`config.mk`:
```
export PLATFORM = sky130hd
export DESIGN_NAME = bus_arbiter_flat
export DESIGN_NICKNAME = d
export VERILOG_FILES = /design/src/rtl/bus_arbiter_if.sv /design/src/rtl/bus_arbiter.sv /design/src/flat_wrapper.sv
export SDC_FILE = /design/constraint.sdc
export NUM_CORES = 1
export LEC_CHECK = 0
export ABC_AREA = 1
export CAP_MARGIN = 20
export CORE_MARGIN = 2
export CORE_UTILIZATION = 45
export CTS_CLUSTER_DIAMETER = 120
export DETAILED_ROUTE_END_ITERATION = 8
export PLACE_DENSITY = 0.7
export SYNTH_ARGS = -nofsm -noshare
export SYNTH_HDL_FRONTEND = slang
export SYNTH_SLANG_ARGS = --single-unit
```
`constraint.sdc`:
```
create_clock -name clk -period 1.8 [get_ports clk]
set_input_delay 0.45 -clock clk [delete_from_list [all_inputs] [get_ports clk]]
set_output_delay 0.45 -clock clk [all_outputs]
set_load 0.1 [all_outputs]
```
`src/rtl/bus_arbiter_if.sv`:
```
// Shared-bus arbitration signals between four requesters and the arbiter.
// The master modport is the arbiter side; slave is the requester side.
interface bus_arbiter_if;
    logic [3:0] req;
    logic [3:0] grant;
    logic [3:0] enable;
    logic [1:0] owner;
    logic       bus_idle;

    modport master (
        input  req,
        output grant,
        output enable,
        output owner,
        output bus_idle
    );

    modport slave (
        output req,
        input  grant,
        input  enable,
        input  owner,
        input  bus_idle
    );
endinterface

```
`src/rtl/bus_arbiter.sv`:
```
// Four-way round-robin arbiter for a shared tri-state bus, with a bounded tenure
// and a mandatory one-cycle turnaround between owners.
module bus_arbiter #(
    parameter int unsigned MAX_HOLD = 8
) (
    input logic           clk,
    input logic           rst_n,
    bus_arbiter_if.master bus
);

    localparam logic [3:0] HoldMax = 4'(MAX_HOLD);

    typedef enum logic [1:0] {
        StIdle,
        StGrant,
        StTurn
    } state_e;

    state_e     state_q, state_d;
    logic [1:0] ptr_q, ptr_d;
    logic [3:0] cnt_q, cnt_d;
    logic [3:0] grant_q, grant_d;
    logic [1:0] owner_q, owner_d;
    logic       idle_q, idle_d;
    logic [1:0] winner;

    // First set request at or after p, wrapping modulo 4; lowest offset wins.
    function automatic logic [1:0] rr_pick(input logic [3:0] r, input logic [1:0] p);
        logic [1:0] idx;
        rr_pick = p;
        for (int i = 3; i >= 0; i--) begin
            idx = p + 2'(i);
            if (r[idx]) rr_pick = idx;
        end
    endfunction

    always_comb winner = rr_pick(bus.req, ptr_q);

    always_comb begin
        state_d = state_q;
        ptr_d   = ptr_q;
        cnt_d   = cnt_q;
        grant_d = grant_q;
        owner_d = owner_q;
        idle_d  = idle_q;
        unique case (state_q)
            StIdle, StTurn: begin
                if (|bus.req) begin
                    state_d = StGrant;
                    grant_d = 4'b0001 << winner;
                    owner_d = winner;
                    idle_d  = 1'b0;
                    cnt_d   = 4'd1;
                end else begin
                    state_d = StIdle;
                    grant_d = 4'b0000;
                    owner_d = 2'd0;
                    idle_d  = 1'b1;
                    cnt_d   = 4'd0;
                end
            end
            StGrant: begin
                if (!bus.req[owner_q] || cnt_q == HoldMax) begin
                    state_d = StTurn;
                    ptr_d   = owner_q + 2'd1;
                    grant_d = 4'b0000;
                    owner_d = 2'd0;
                    idle_d  = 1'b1;
                    cnt_d   = 4'd0;
                end else begin
                    cnt_d = cnt_q + 4'd1;
                end
            end
            default: begin
                state_d = StIdle;
                grant_d = 4'b0000;
                owner_d = 2'd0;
                idle_d  = 1'b1;
                cnt_d   = 4'd0;
            end
        endcase
    end

    always_ff @(posedge clk or negedge rst_n) begin
        if (!rst_n) begin
            state_q <= StIdle;
            ptr_q   <= 2'd0;
            cnt_q   <= 4'd0;
            grant_q <= 4'b0000;
            owner_q <= 2'd0;
            idle_q  <= 1'b1;
        end else begin
            state_q <= state_d;
            ptr_q   <= ptr_d;
            cnt_q   <= cnt_d;
            grant_q <= grant_d;
            owner_q <= owner_d;
            idle_q  <= idle_d;
        end
    end

    // Enable mirrors the registered grant so reset releases the bus immediately.
    assign bus.grant    = grant_q;
    assign bus.enable   = grant_q;
    assign bus.owner    = owner_q;
    assign bus.bus_idle = idle_q;

endmodule

```
`src/flat_wrapper.sv`:
```
// flat-port wrapper written by rule: the top's interface ports become plain ports
module bus_arbiter_flat 
#(
    parameter int unsigned MAX_HOLD = 8
)
  (clk, rst_n, bus_req, bus_grant, bus_enable, bus_owner, bus_bus_idle);
  bus_arbiter_if bus_i ();
  input logic clk;
  input logic rst_n;
  input wire logic [$bits(bus_i.req)-1:0] bus_req;
  output wire logic [$bits(bus_i.grant)-1:0] bus_grant;
  output wire logic [$bits(bus_i.enable)-1:0] bus_enable;
  output wire logic [$bits(bus_i.owner)-1:0] bus_owner;
  output wire logic [$bits(bus_i.bus_idle)-1:0] bus_bus_idle;
  assign bus_i.req = bus_req;
  assign bus_grant = bus_i.grant;
  assign bus_enable = bus_i.enable;
  assign bus_owner = bus_i.owner;
  assign bus_bus_idle = bus_i.bus_idle;
  bus_arbiter #(.MAX_HOLD(MAX_HOLD)) u_core (.clk(clk), .rst_n(rst_n), .bus(bus_i));
endmodule
```
Word-level counts from Yosys, hierarchy flattened
Index checks and enable logic that the tools add are counted.

Register bits: 15. Input port bits: 6. Output and inout port bits: 11. Logic and storage cells: 56.

Add/sub/neg operators: 5. Magnitude comparators: 5. Equality and inequality tests: 4. Shift operators: 1. Muxes and demuxes: 29. Reductions and logical operators: 6.

Operator list (count): 4-bit one-hot mux with 2 select lines (2); 2-bit by 3-bit less-than comparator with 1-bit output, second input constant (5); 2-bit two-way mux (7); 4-bit two-way mux (3); 1-bit binary-select mux with 2-bit select (5); 1-bit two-way mux (9); 2-bit one-hot mux with 2 select lines (2); 2-bit by 1-bit adder with 2-bit output, second input constant (2); 2-bit adder, second input constant (2); 4-bit by 1-bit adder with 4-bit output, second input constant (1); 4-bit == test, second input constant (1); 4-bit OR reduction (1); 1-bit by 2-bit left shift with 4-bit output, first input constant (1); 2-bit by 1-bit == test with 1-bit output, second input constant (1); 2-bit == test, second input constant (1); 2-bit logical NOT (1); 2-bit by 1-bit inequality test with 1-bit output, second input constant (1); 1-bit one-hot mux with 2 select lines (1); 2-bit AND reduction (1); 2-bit OR reduction (1); 1-bit logical NOT (1); 1-bit logical OR (1).

Logic depth before layout (Yosys ltp)
Gate-level depths: netlist (run 1).

Depth after elaboration: 10. Gate-level depth with buffers: 13. Mapped depth without buffers: 12.

Least setup slack after synthesis (run 1)
Ideal clock, no wire load.

Kind: flip-flop to flip-flop. From: reg u_core.owner_q[1] (netlist: u_core.bus.owner[1]). To: reg u_core.owner_q[0] (netlist: u_core.bus.owner[0]). Setup time: 0.068 ns. Arrival: 1.819 ns. Required time: 1.732 ns. Setup slack: -0.087 ns. Cell stages (with the launch flop): 9. Path buffers: 0. Clock period less this slack: 1.887 ns. Cells stage by stage: dfrtp_1 -> inv_1 -> a21oi_1 -> o21ai_0 -> nand2_1 -> nand3_2 -> inv_1 -> nand2_1 -> nand2_1.

Longest elaborated chain between the ends: 5.

RTL lines: start, declared (RTL line bus_arbiter.sv:23) `logic [1:0] owner_q, owner_d;`; start signal, assigned (RTL line bus_arbiter.sv:97) `owner_q <= owner_d;`; 1-bit binary-select mux with 2-bit select (RTL line bus_arbiter.sv:63) `if (!bus.req[owner_q] || cnt_q == HoldMax) begin`; 1-bit two-way mux (implied by the code) (RTL line bus_arbiter.sv:63); 1-bit logical NOT (RTL line bus_arbiter.sv:63); 1-bit logical OR (RTL line bus_arbiter.sv:63); 2-bit by 1-bit inequality test with 1-bit output (no line).

No other way between the ends. The select of a mux whose other input is x is not followed. A chain may end at the register's enable or synchronous reset.

Final worst setup path (run 1)
From: in bus_req[1]. To: reg u_core.grant_q[0] (netlist: u_core.bus.enable[0]).

Longest elaborated chain between the ends: 9. Elaborated cells between the ends (all ways): 21. Those cells by class: eq/ne: 1; shift: 1; mux: 16; reduce/logical: 3.

RTL lines: start, declared (RTL line flat_wrapper.sv:10) `input wire logic [$bits(bus_i.req)-1:0] bus_req;`; 1-bit binary-select mux with 2-bit select (RTL line bus_arbiter.sv:33) `if (r[idx]) rr_pick = idx;`; 1-bit two-way mux (implied by the code) (RTL line bus_arbiter.sv:33); 2-bit two-way mux (4 in a row) (RTL line bus_arbiter.sv:33); 1-bit by 2-bit left shift with 4-bit output (RTL line bus_arbiter.sv:50) `grant_d = 4'b0001 << winner;`; 4-bit two-way mux (RTL line bus_arbiter.sv:48) `if (|bus.req) begin`; 4-bit one-hot mux with 2 select lines (RTL line bus_arbiter.sv:46) `unique case (state_q)`; end signal, assigned (RTL line bus_arbiter.sv:96) `grant_q <= grant_d;`; end, declared (RTL line bus_arbiter.sv:22) `logic [3:0] grant_q, grant_d;`.

Parallel ways exist; a longest one is shown, timed or not. The select of a mux whose other input is x is not followed.

==> metrics.md, run 1 <==
| Metric | Value |
|---|---|
| Status | `complete, no violations` |
| Post-synthesis sequential area ratio | `0.398` |
| Final-layout fill cell count | `166` |
| Ranking of synthesized cells by area | `sky130_fd_sc_hd__dfrtp_1 37%, sky130_fd_sc_hd__nand2_1 15%, sky130_fd_sc_hd__nand2_2 7.9%, sky130_fd_sc_hd__inv_1 6.3%, sky130_fd_sc_hd__nand3_1 4.8%` |
| Synthesized area divided by synthesized cell count | `7.51 um2` |
| Yosys warns | `0` |
| Port Buffers | `16` |
| Final standard cell area without fillers | `1280 um2` |
| Ranking of synthesized cells by instance count | `39 x sky130_fd_sc_hd__nand2_1, 16 x sky130_fd_sc_hd__inv_1, 14 x sky130_fd_sc_hd__dfrtp_1, 12 x sky130_fd_sc_hd__nand2_2, 9 x sky130_fd_sc_hd__nand3_1` |
| Half-perimeter wire length after placement | `1510 um` |
| Vias in the first global route | `818` |
| Number of buffers added by the clock tree synthesis step | `3` |
| Worst Setup Start Kind | `input port` |
| Worst r2r path cells | `11` |
| Count of endpoints failing hold in the final timing report | `0` |
| Final RePlAce weighted congestion | `0.884` |
| GRT Total Usage | `0.179` |
| CTS clock-pin slew for the worst setup and hold paths | `90 ps` |
| Gate count of the mapped netlist | `126` |
| Die height | `49.8 um` |
| I/O pin total | `17` |
| Most used flip-flop cell after synthesis | `sky130_fd_sc_hd__dfrtp_1` |
| Largest net degree at the start of global routing | `16` |
| Placement row count | `16` |
| Summed instance area of the synthesized netlist | `946 um2` |
| Finished Layout Cells | `174` |
| Area inside the core boundary | `1980 um2` |
| Maximum capacitance violations | `0` |
| Count of final max-slew check failures | `0` |
| Fraction of synthesized cell area taken by the top area cell type | `0.370` |
| Top cell type by total area after synthesis | `sky130_fd_sc_hd__dfrtp_1` |
| Tightest slew margin relative to the limit | `0.718` |
| Required time at the endpoint of the critical path | `2020 ps` |
| Total Die Area | `2480 um2` |
| Worst Setup End Kind | `flop` |
| Count of flip-flops with a built-in enable after synthesis | `0` |
| Ratio of final minimum period to clock period | `0.906` |
| Number of H-tree levels | `1` |
| Dominant cell by count in the synthesized netlist | `sky130_fd_sc_hd__nand2_1` |
| Transition time at the pin with the least slew margin | `424 ps` |
| Post-layout utilization of the core | `0.646` |
| Area of placed instances | `1250 um2` |
| Fraction of final layout cells with drive strength greater than 1 | `0.279` |
| Count of cells resized by post-cts repair | `0` |
| Number of DRC violations after detailed-routing iteration 0 | `11` |
| Later-pin clock latency in the skew report | `280 ps` |
| Placed Instances | `170` |
| Number of register bits inferred by synthesis | `15` |
| Initial core utilization | `0.477` |
| Number of antenna violations at the first check in global routing | `0` |
| Syn_nets | `134` |
| Smallest setup slack after layout | `169 ps` |
| R2R Setup Slk | `240 ps` |
| Hold-fix buffer count after cts | `0` |
| Number of buffers on the longest clock path | `2` |
| Routed wire length | `1920 um` |
| Wire length of the first global-routing pass | `3420 um` |
| Clock tree from TritonCTS | `done` |
| Biggest fanout along the worst timing path | `3` |
| Setup Skew | `4.95 ps` |
| Type of the worst setup path | `in2reg` |
| Count of cell types in the netlist | `23` |
| Routed via count | `835` |
| Worst setup slack after placement | `-117 ps` |
| Total setup violations reported at the end of the flow | `0` |
| First-pass DRT Iterations | `4` |
| Routed len/inst | `11.0 um` |
| Master cell of the clock root buffer | `sky130_fd_sc_hd__clkbuf_4` |
| Post-route minimum period | `1630 ps` |
| Setup Fix Bufs, Post-CTS | `0` |
| Count of unresolved DRC violations after routing | `0` |
| Number of routed nets with antenna violations | `0` |
| Antenna diodes | `0` |
| Number of nets in the layout | `156` |
| Via density per instance | `4.80` |
| Growth of design area from synthesis to finish | `35.4%` |
| Unrepaired setup endpoints after global routing | `false` |
| Worst hold path type | `in2async` |
| Crit path DAT | `1850 ps` |
| Residual overflow from global routing | `0` |
| Die Wd | `49.8 um` |
| Fraction of synthesis flops using an asynchronous set or reset pin | `1.00` |
| Count of clock tree sinks | `15` |
| Fmax | `613 MHz` |
[final cells by class]
| type | count | area [um2] | share of cell area |
|---|---|---|---|
| multi-input cells | 87 | 447 | 0.349 |
| flip-flops and latches | 15 | 378 | 0.295 |
| repair buffers | 22 | 315 | 0.246 |
| inverters | 19 | 81.3 | 0.0635 |
| well taps | 27 | 33.8 | 0.0264 |
| clock buffers | 4 | 26.3 | 0.0205 |
[cells in the final DEF, fill, tap and decap left out, drive strengths merged]
master         count
clkdlybuf4s50      5
dfstp              1
dfrtp             14
nand4              1
nand2             51
clkbuf             4
ha                 2
nor4               1
xor2               1
o21bai             1
nand3             12
a21oi              2
xnor2              2
o21ai              5
o22ai              1
nand3b             1
inv               19
nor2               7
buf               17
[path summary, 6_finish.rpt]
check	startpoint	end
max in group asynchronous	rst_n	u_core.bus.bus_idle
min	rst_n	u_core.cnt_q[1]
min in group clk	u_core.bus.bus_idle	u_core.bus.bus_idle
max reg2reg	u_core.ptr_q[0]	u_core.bus.enable[0]
min reg2reg	u_core.bus.bus_idle	u_core.bus.bus_idle
max	bus_req[1]	u_core.bus.enable[0]
[metal layers]
layer	part of all wire	global-route usage	vias to the layer above
li1	-	-	430
met1	0.47	0.234	388
met2	0.49	0.296	13
met3	0.021	0.0182	4
met4	0.020	0.0833	0
met5	0	0	-
[logic make-up (layout without fill, tap and decap cells)]
family,after synthesis,count (layout),synth area share
AOI/OAI and AO/OA,9,9,0.0556
xor gates and xnor gates,3,3,0.0278
adders and majority gates,2,2,0.0265
buffers and inverters,24,45,0.130
DFF,15,15,0.398
and+or+nand+nor,73,73,0.362
[worst max-delay path, cell delays in order]
cell and delay [ps]:
sky130_fd_sc_hd__clkdlybuf4s50_1 530, sky130_fd_sc_hd__inv_1 70, sky130_fd_sc_hd__nand2_1 80, sky130_fd_sc_hd__nand3_1 100, sky130_fd_sc_hd__nand2_1 80, sky130_fd_sc_hd__inv_1 40
sky130_fd_sc_hd__nand2_1 60, sky130_fd_sc_hd__nand2_2 60, sky130_fd_sc_hd__nand2_2 60, sky130_fd_sc_hd__nand2_2 60, sky130_fd_sc_hd__nand2_1 80, sky130_fd_sc_hd__nand3_1 90
sky130_fd_sc_hd__nand2_1 80
[state kept, by name, indices dropped and copies added (netlist names)]
register,count
u_core.ptr_q,2
u_core.bus.bus_idle,1
u_core.state_q,2
u_core.bus.owner,2
u_core.cnt_q,4
u_core.bus.enable,4
[through the flow]
step	setup TNS [ps]	hold slack, ps
6_report	0	482
3_3_place_gp	-448	480
3_5_place_dp	-728	477
2_1_floorplan	0	154
4_1_cts	0	483
5_1_grt	0	492
Power of run 1 is not shown: default switching activity piles up to over one toggle a cycle in this logic, so the estimate is an artifact.
==> run 2: changes to the inputs <==
PLACE_DENSITY = 0.73   (was 0.7)
clock period = 1.4 ns   (was 1.8 ns; I/O delays follow)
==> run 2 against run 1 <==
Against the previous run:
- the run now ends with negative setup slack left
- first-iteration DRC count grew 27%
- routed wire length grew 26%
- die area is the same
- cell count grew 2.9%
- setup slack lost 270 ps
- final area grew 9.8%
- largest cell class unchanged
==> metrics.md, run 2 (synthesis results as in run 1) <==
| Metric | Value |
|---|---|
| Number of DRC violations after detailed-routing iteration 0 | `14 (+3)` |
| Total setup violations reported at the end of the flow | `7 (+7)` |
| Wire length of the first global-routing pass | `3900 um (+14%)` |
| Worst setup slack after placement | `-429 ps (-312 ps)` |
| GRT Total Usage | `0.209 (+0.0297)` |
| Setup Skew | `5.07 ps (+0.122 ps)` |
| Final Hold Slack | `371 ps (-111 ps)` |
| Violations in the final reports | `negative setup slack` |
| Antenna diodes | `0 (unchanged)` |
| First-pass DRT Iterations | `6 (+2)` |
| Total negative slack for setup checks | `-515 ps (-515 ps)` |
| Initial core utilization | `0.477 (unchanged)` |
| Routed len/inst | `13.4 um (+22%)` |
| Count of final max-slew check failures | `0 (unchanged)` |
| Total Die Area | `2480 um2 (unchanged)` |
| Count of clock tree sinks | `15 (unchanged)` |
| Most common library cell in the layout ignoring fill and taps | `sky130_fd_sc_hd__nand2_1` |
| Required time at the endpoint of the critical path | `1630 ps (-390 ps)` |
| CTS clock-pin slew for the worst setup and hold paths | `90 ps (about the same)` |
| Smallest setup slack after layout | `-105 ps (-275 ps)` |
| Most frequent cells in the layout | `25 x sky130_fd_sc_hd__nand2_1, 23 x sky130_fd_sc_hd__nand2_2, 14 x sky130_fd_sc_hd__inv_1` |
| Area inside the core boundary | `1980 um2 (unchanged)` |
| Residual overflow from global routing | `0 (unchanged)` |
| Half-perimeter wire length after placement | `1610 um (+6.8%)` |
| Post-route minimum period | `1510 ps` |
| Clock tree from TritonCTS | `done` |
| Routed via count | `902 (+8.0%)` |
| Vias in the first global route | `915 (+12%)` |
| Status | `finished with violations` |
| Met2 routing resource usage after global routing | `0.360 (+0.0644)` |
| Number of H-tree levels | `1 (unchanged)` |
| Worst Setup End Kind | `flop` |
| Ratio of final minimum period to clock period | `1.08` |
| Die height | `49.8 um (unchanged)` |
| Tightest slew margin relative to the limit | `0.735 (+0.0169)` |
| I/O pin total | `17 (unchanged)` |
| Via density per instance | `5.04 (+5.0%)` |
| Maximum capacitance violations | `0 (unchanged)` |
| Number of nets in the layout | `161 (+3.2%)` |
| Transition time at the pin with the least slew margin | `397 ps (-26.8 ps)` |
| Met1 Use GR | `0.254 (+0.0199)` |
| Crit path DAT | `1730 ps (-120 ps)` |
| Fraction of final layout cells with drive strength greater than 1 | `0.467 (+0.188)` |
| Number of antenna violations at the first check in global routing | `0 (unchanged)` |
| Worst hold path type | `in2async` |
| Worst Setup Start Kind | `flop` |
| Unrepaired setup endpoints after global routing | `true` |
| Later-pin clock latency in the skew report | `280 ps (about the same)` |
| Number of buffers added by the clock tree synthesis step | `3 (unchanged)` |
| Growth of design area from synthesis to finish | `48.7%` |
| Worst r2r path cells | `12 (+1)` |
| Routed wire length | `2410 um (+26%)` |
| Global route hottest layer | `met2` |
| Count of endpoints failing hold in the final timing report | `0 (unchanged)` |
| Hold-fix buffer count after cts | `0 (unchanged)` |
| Largest net degree at the start of global routing | `16 (unchanged)` |
| Post-layout utilization of the core | `0.710 (+0.0631)` |
| Die Wd | `49.8 um (unchanged)` |
| Global-route met3 utilization | `0.0242 (+0.00606)` |
| Biggest fanout along the worst timing path | `5 (+2)` |
| Number of routed nets with antenna violations | `0 (unchanged)` |
| Count of unresolved DRC violations after routing | `0 (unchanged)` |
| Number of buffers on the longest clock path | `2 (unchanged)` |
| Type of the worst setup path | `reg2reg` |
| Master cell of the clock root buffer | `sky130_fd_sc_hd__clkbuf_4` |
| Port Buffers | `16 (unchanged)` |
| Final-layout fill cell count | `167 (+0.60%)` |
| Placement row count | `16 (unchanged)` |
| Final RePlAce weighted congestion | `0.858 (-2.9%)` |
| Fmax | `664 MHz` |
-- run 2: changes by cell type in the layout (fill, tap and decap cells not counted), sizes merged --
| cell | change |
|---|---|
| dlygate4sd2 | +4 |
| buf | +5 |
| clkdlybuf4s50 | -4 |
-- run 2: layout make-up --
type	instances	area [um2]	area share
Inverter	19	81.3	0.0578
Clock buffer	4	26.3	0.0187
Sequential cell	15	390	0.278
Multi-Input combinational cell	87	512	0.364
Timing Repair Buffer	27	363	0.258
Tap cell	27	33.8	0.0240
-- run 2: critical path, cell delays in order, from the launching register on --
cell,delay (ps)
sky130_fd_sc_hd__dfrtp_2,490
sky130_fd_sc_hd__buf_6,160
sky130_fd_sc_hd__nand2_2,60
sky130_fd_sc_hd__nand2_2,70
sky130_fd_sc_hd__nand2_2,90
sky130_fd_sc_hd__nand2_2,60
sky130_fd_sc_hd__nor2_1,80
sky130_fd_sc_hd__nand2_1,80
sky130_fd_sc_hd__nand2_1,90
sky130_fd_sc_hd__nand2_2,50
sky130_fd_sc_hd__nand2_2,90
sky130_fd_sc_hd__nand3_2,80
sky130_fd_sc_hd__nand2_2,70
-- run 2: layer usage --
metal | wire (um) | share of wire
met5 | 0 | 0
met2 | 1270 | 0.53
met4 | 71 | 0.030
met3 | 80 | 0.033
met1 | 988 | 0.41
-- run 2: timing repair --
action	4_1_cts	5_1_grt
setup buffers	3	1
pin swaps	1	17
endpoints found under the setup margin	9	9
resized for setup	16	16
-- run 2: stage by stage --
stage	std cells	cell area (um2)
3_3_place_gp	171	1270
2_1_floorplan	126	958
6_report	179	1410
4_1_cts	178	1350
3_5_place_dp	171	1270
5_1_grt	179	1410
-- run 2: path summary, 6_finish.rpt --
check                                          from              endpoint  slack (ps)
worst max-delay path                u_core.ptr_q[0]  u_core.bus.enable[0]        -110
worst min-delay path                          rst_n  u_core.bus.enable[2]         370
worst max register to register      u_core.ptr_q[0]  u_core.bus.enable[0]        -110
worst min register to register  u_core.bus.bus_idle   u_core.bus.bus_idle         490
max in group asynchronous                     rst_n   u_core.bus.bus_idle         780
min in group clk                u_core.bus.bus_idle   u_core.bus.bus_idle         490
Power of run 2 is left out for the same reason.
==> run 3: changes to the inputs <==
PLACE_DENSITY = 0.7   (was 0.73)
RECOVER_POWER = 25   (was default)
clock period = 1.79 ns   (was 1.4 ns; I/O delays follow)
==> run 3 against run 2 <==
Against the previous run:
- critical path depth unchanged
- sequential cell count unchanged
- global-route usage is 2.8 points lower
- via count shrank 6.9%
- the run now ends clean
- non-clock buffer count fell by 5
- highest routed layer unchanged
- first-iteration DRC count rose by 7.1%
- clock-buffer cell count is the same
- routed wire length fell by 15%
- sequential share of layout area rose by 1.8 points
- die area is the same
- largest cell class unchanged
- clock skew decreased by 3.1 ps
==> metrics.md, run 3 (synthesis results as in run 1) <==
| Metric | Value |
|---|---|
| Type of the worst setup path | `in2reg` |
| Biggest fanout along the worst timing path | `4 (-1)` |
| Most common library cell in the layout ignoring fill and taps | `sky130_fd_sc_hd__nand2_1` |
| Largest net degree at the start of global routing | `16 (unchanged)` |
| Area of placed instances | `1250 um2 (-1.5%)` |
| Crit path DAT | `1850 ps (+120 ps)` |
| Number of DRC violations after detailed-routing iteration 0 | `15 (+1)` |
| Placed Instances | `170 (-0.58%)` |
| CTS clock-pin slew for the worst setup and hold paths | `90 ps (about the same)` |
| Post-layout utilization of the core | `0.646 (-0.0638)` |
| Count of final max-slew check failures | `0 (unchanged)` |
| Routed len/inst | `11.7 um (-13%)` |
| Unrepaired setup endpoints after global routing | `false` |
| Final RePlAce weighted congestion | `0.823 (-4.0%)` |
| Clock tree from TritonCTS | `done` |
| Half-perimeter wire length after placement | `1610 um (-0.19%)` |
| Number of H-tree levels | `1 (unchanged)` |
| Fraction of final layout cells with drive strength greater than 1 | `0.272 (-0.195)` |
| Number of buffers added by the clock tree synthesis step | `3 (unchanged)` |
| Count of unresolved DRC violations after routing | `0 (unchanged)` |
| Routed via count | `840 (-6.9%)` |
| Residual overflow from global routing | `0 (unchanged)` |
| Routed wire length | `2040 um (-15%)` |
| Count of endpoints failing hold in the final timing report | `0 (unchanged)` |
| Area inside the core boundary | `1980 um2 (unchanged)` |
| Total Die Area | `2480 um2 (unchanged)` |
| Most frequent cells in the layout | `39 x sky130_fd_sc_hd__nand2_1, 16 x sky130_fd_sc_hd__inv_1, 13 x sky130_fd_sc_hd__dfrtp_1` |
| Cell with the largest stage delay on the worst path | `sky130_fd_sc_hd__clkdlybuf4s50_1` |
| Hold-fix buffer count after cts | `0 (unchanged)` |
| Maximum capacitance violations | `0 (unchanged)` |
| Number of routed nets with antenna violations | `0 (unchanged)` |
| Tightest slew margin relative to the limit | `0.439 (-0.296)` |
| Die height | `49.8 um (unchanged)` |
| Number of antenna violations at the first check in global routing | `0 (unchanged)` |
| Final-layout fill cell count | `172 (+3.0%)` |
| Number of nets in the layout | `156 (-3.1%)` |
| GRT Total Usage | `0.181 (-0.0277)` |
| Growth of design area from synthesis to finish | `35.3%` |
| Status | `complete, no violations` |
| Post-route minimum period | `1660 ps` |
| Ratio of final minimum period to clock period | `0.926` |
| Worst Setup Start Kind | `input port` |
| First-pass DRT Iterations | `4 (-2)` |
| Master cell of the clock root buffer | `sky130_fd_sc_hd__clkbuf_4` |
| Worst hold path type | `reg2reg` |
| Cell breakdown of the critical path | `clkdlybuf4s50_1, nand2_1, nand2_2, nand2_1, nand2_1, nand2_1, nand2_2, nand2_2, nand2_2, nand2_1, nand3_1, nand2_1` |
| Vias in the first global route | `818 (-11%)` |
| I/O pin total | `17 (unchanged)` |
| Final standard cell area without fillers | `1280 um2 (-9.0%)` |
| Placement row count | `16 (unchanged)` |
| Fmax | `603 MHz` |
| Total setup violations reported at the end of the flow | `0 (-7)` |
| Worst path most repeated cell | `sky130_fd_sc_hd__nand2_1` |
| Required time at the endpoint of the critical path | `1980 ps (+350 ps)` |
| Later-pin clock latency in the skew report | `290 ps (about the same)` |
| Initial core utilization | `0.477 (unchanged)` |
| Die Wd | `49.8 um (unchanged)` |
| Finished Layout Cells | `174 (-2.8%)` |
| Antenna diodes | `0 (unchanged)` |
| Worst Setup End Kind | `flop` |
| Setup Skew | `1.98 ps (-3.08 ps)` |
| Via density per instance | `4.83 (-4.2%)` |
| Number of buffers on the longest clock path | `2 (unchanged)` |
| Maximum single-stage delay on the critical path | `530 ps (+40 ps)` |
| Transition time at the pin with the least slew margin | `842 ps (+445 ps)` |
| Final Hold Slack | `505 ps (+134 ps)` |
| Count of clock tree sinks | `15 (unchanged)` |
| Port Buffers | `16 (unchanged)` |
| Wire length of the first global-routing pass | `3400 um (-13%)` |
==> run 3: per-stage QoR <==
step	TNS (ps)	setup WS, ps
finish	0	132
global route	0	8.34
CTS	0	120
detailed placement	-842	-165
global placement	-490	-115
floorplan	0	2.56
==> run 3: layer usage <==
metal	track usage	share of wire	up-vias
met5	0	0	-
met4	0.0833	0.021	0
met3	0.0182	0.023	5
met2	0.333	0.52	13
met1	0.208	0.43	394
li1	-	-	428
==> run 3: final timing paths <==
kind / startpoint / to / slack [ps] / cells after the start
worst max-delay path: bus_req[0] / u_core.bus.enable[0] / 130 / 12
min in group asynchronous: rst_n / u_core.bus.enable[3] / 780 / 2
worst min register to register: u_core.bus.bus_idle / u_core.bus.bus_idle / 510 / 2
worst max register to register: u_core.ptr_q[0] / u_core.bus.enable[0] / 160 / 11
max in group asynchronous: rst_n / u_core.bus.owner[1] / 440 / 2
worst min-delay path: u_core.bus.bus_idle / u_core.bus.bus_idle / 510 / 2
==> run 3: final cells by class <==
cell class | count | area, um2 | share of cell area
clock buffer | 4 | 26.3 | 0.0205
inverter | 19 | 81.3 | 0.0635
multi-input combinational | 87 | 447 | 0.349
sequential | 15 | 378 | 0.295
tap | 27 | 33.8 | 0.0264
timing repair buffer | 22 | 314 | 0.245
==> run 3: repair_timing <==
action                                  in CTS  in global routing
endpoints found under the setup margin       0                  1
resized for setup                            0                  1
setup buffers                                0                  0
==> run 3: critical path: cells and delay by family <==
| family | cells | cell delay [ps] |
|---|---|---|
| buffers and inverters | 1 | 530 |
| and+or+nand+nor | 11 | 860 |
Power of run 3 is left out for the same reason.
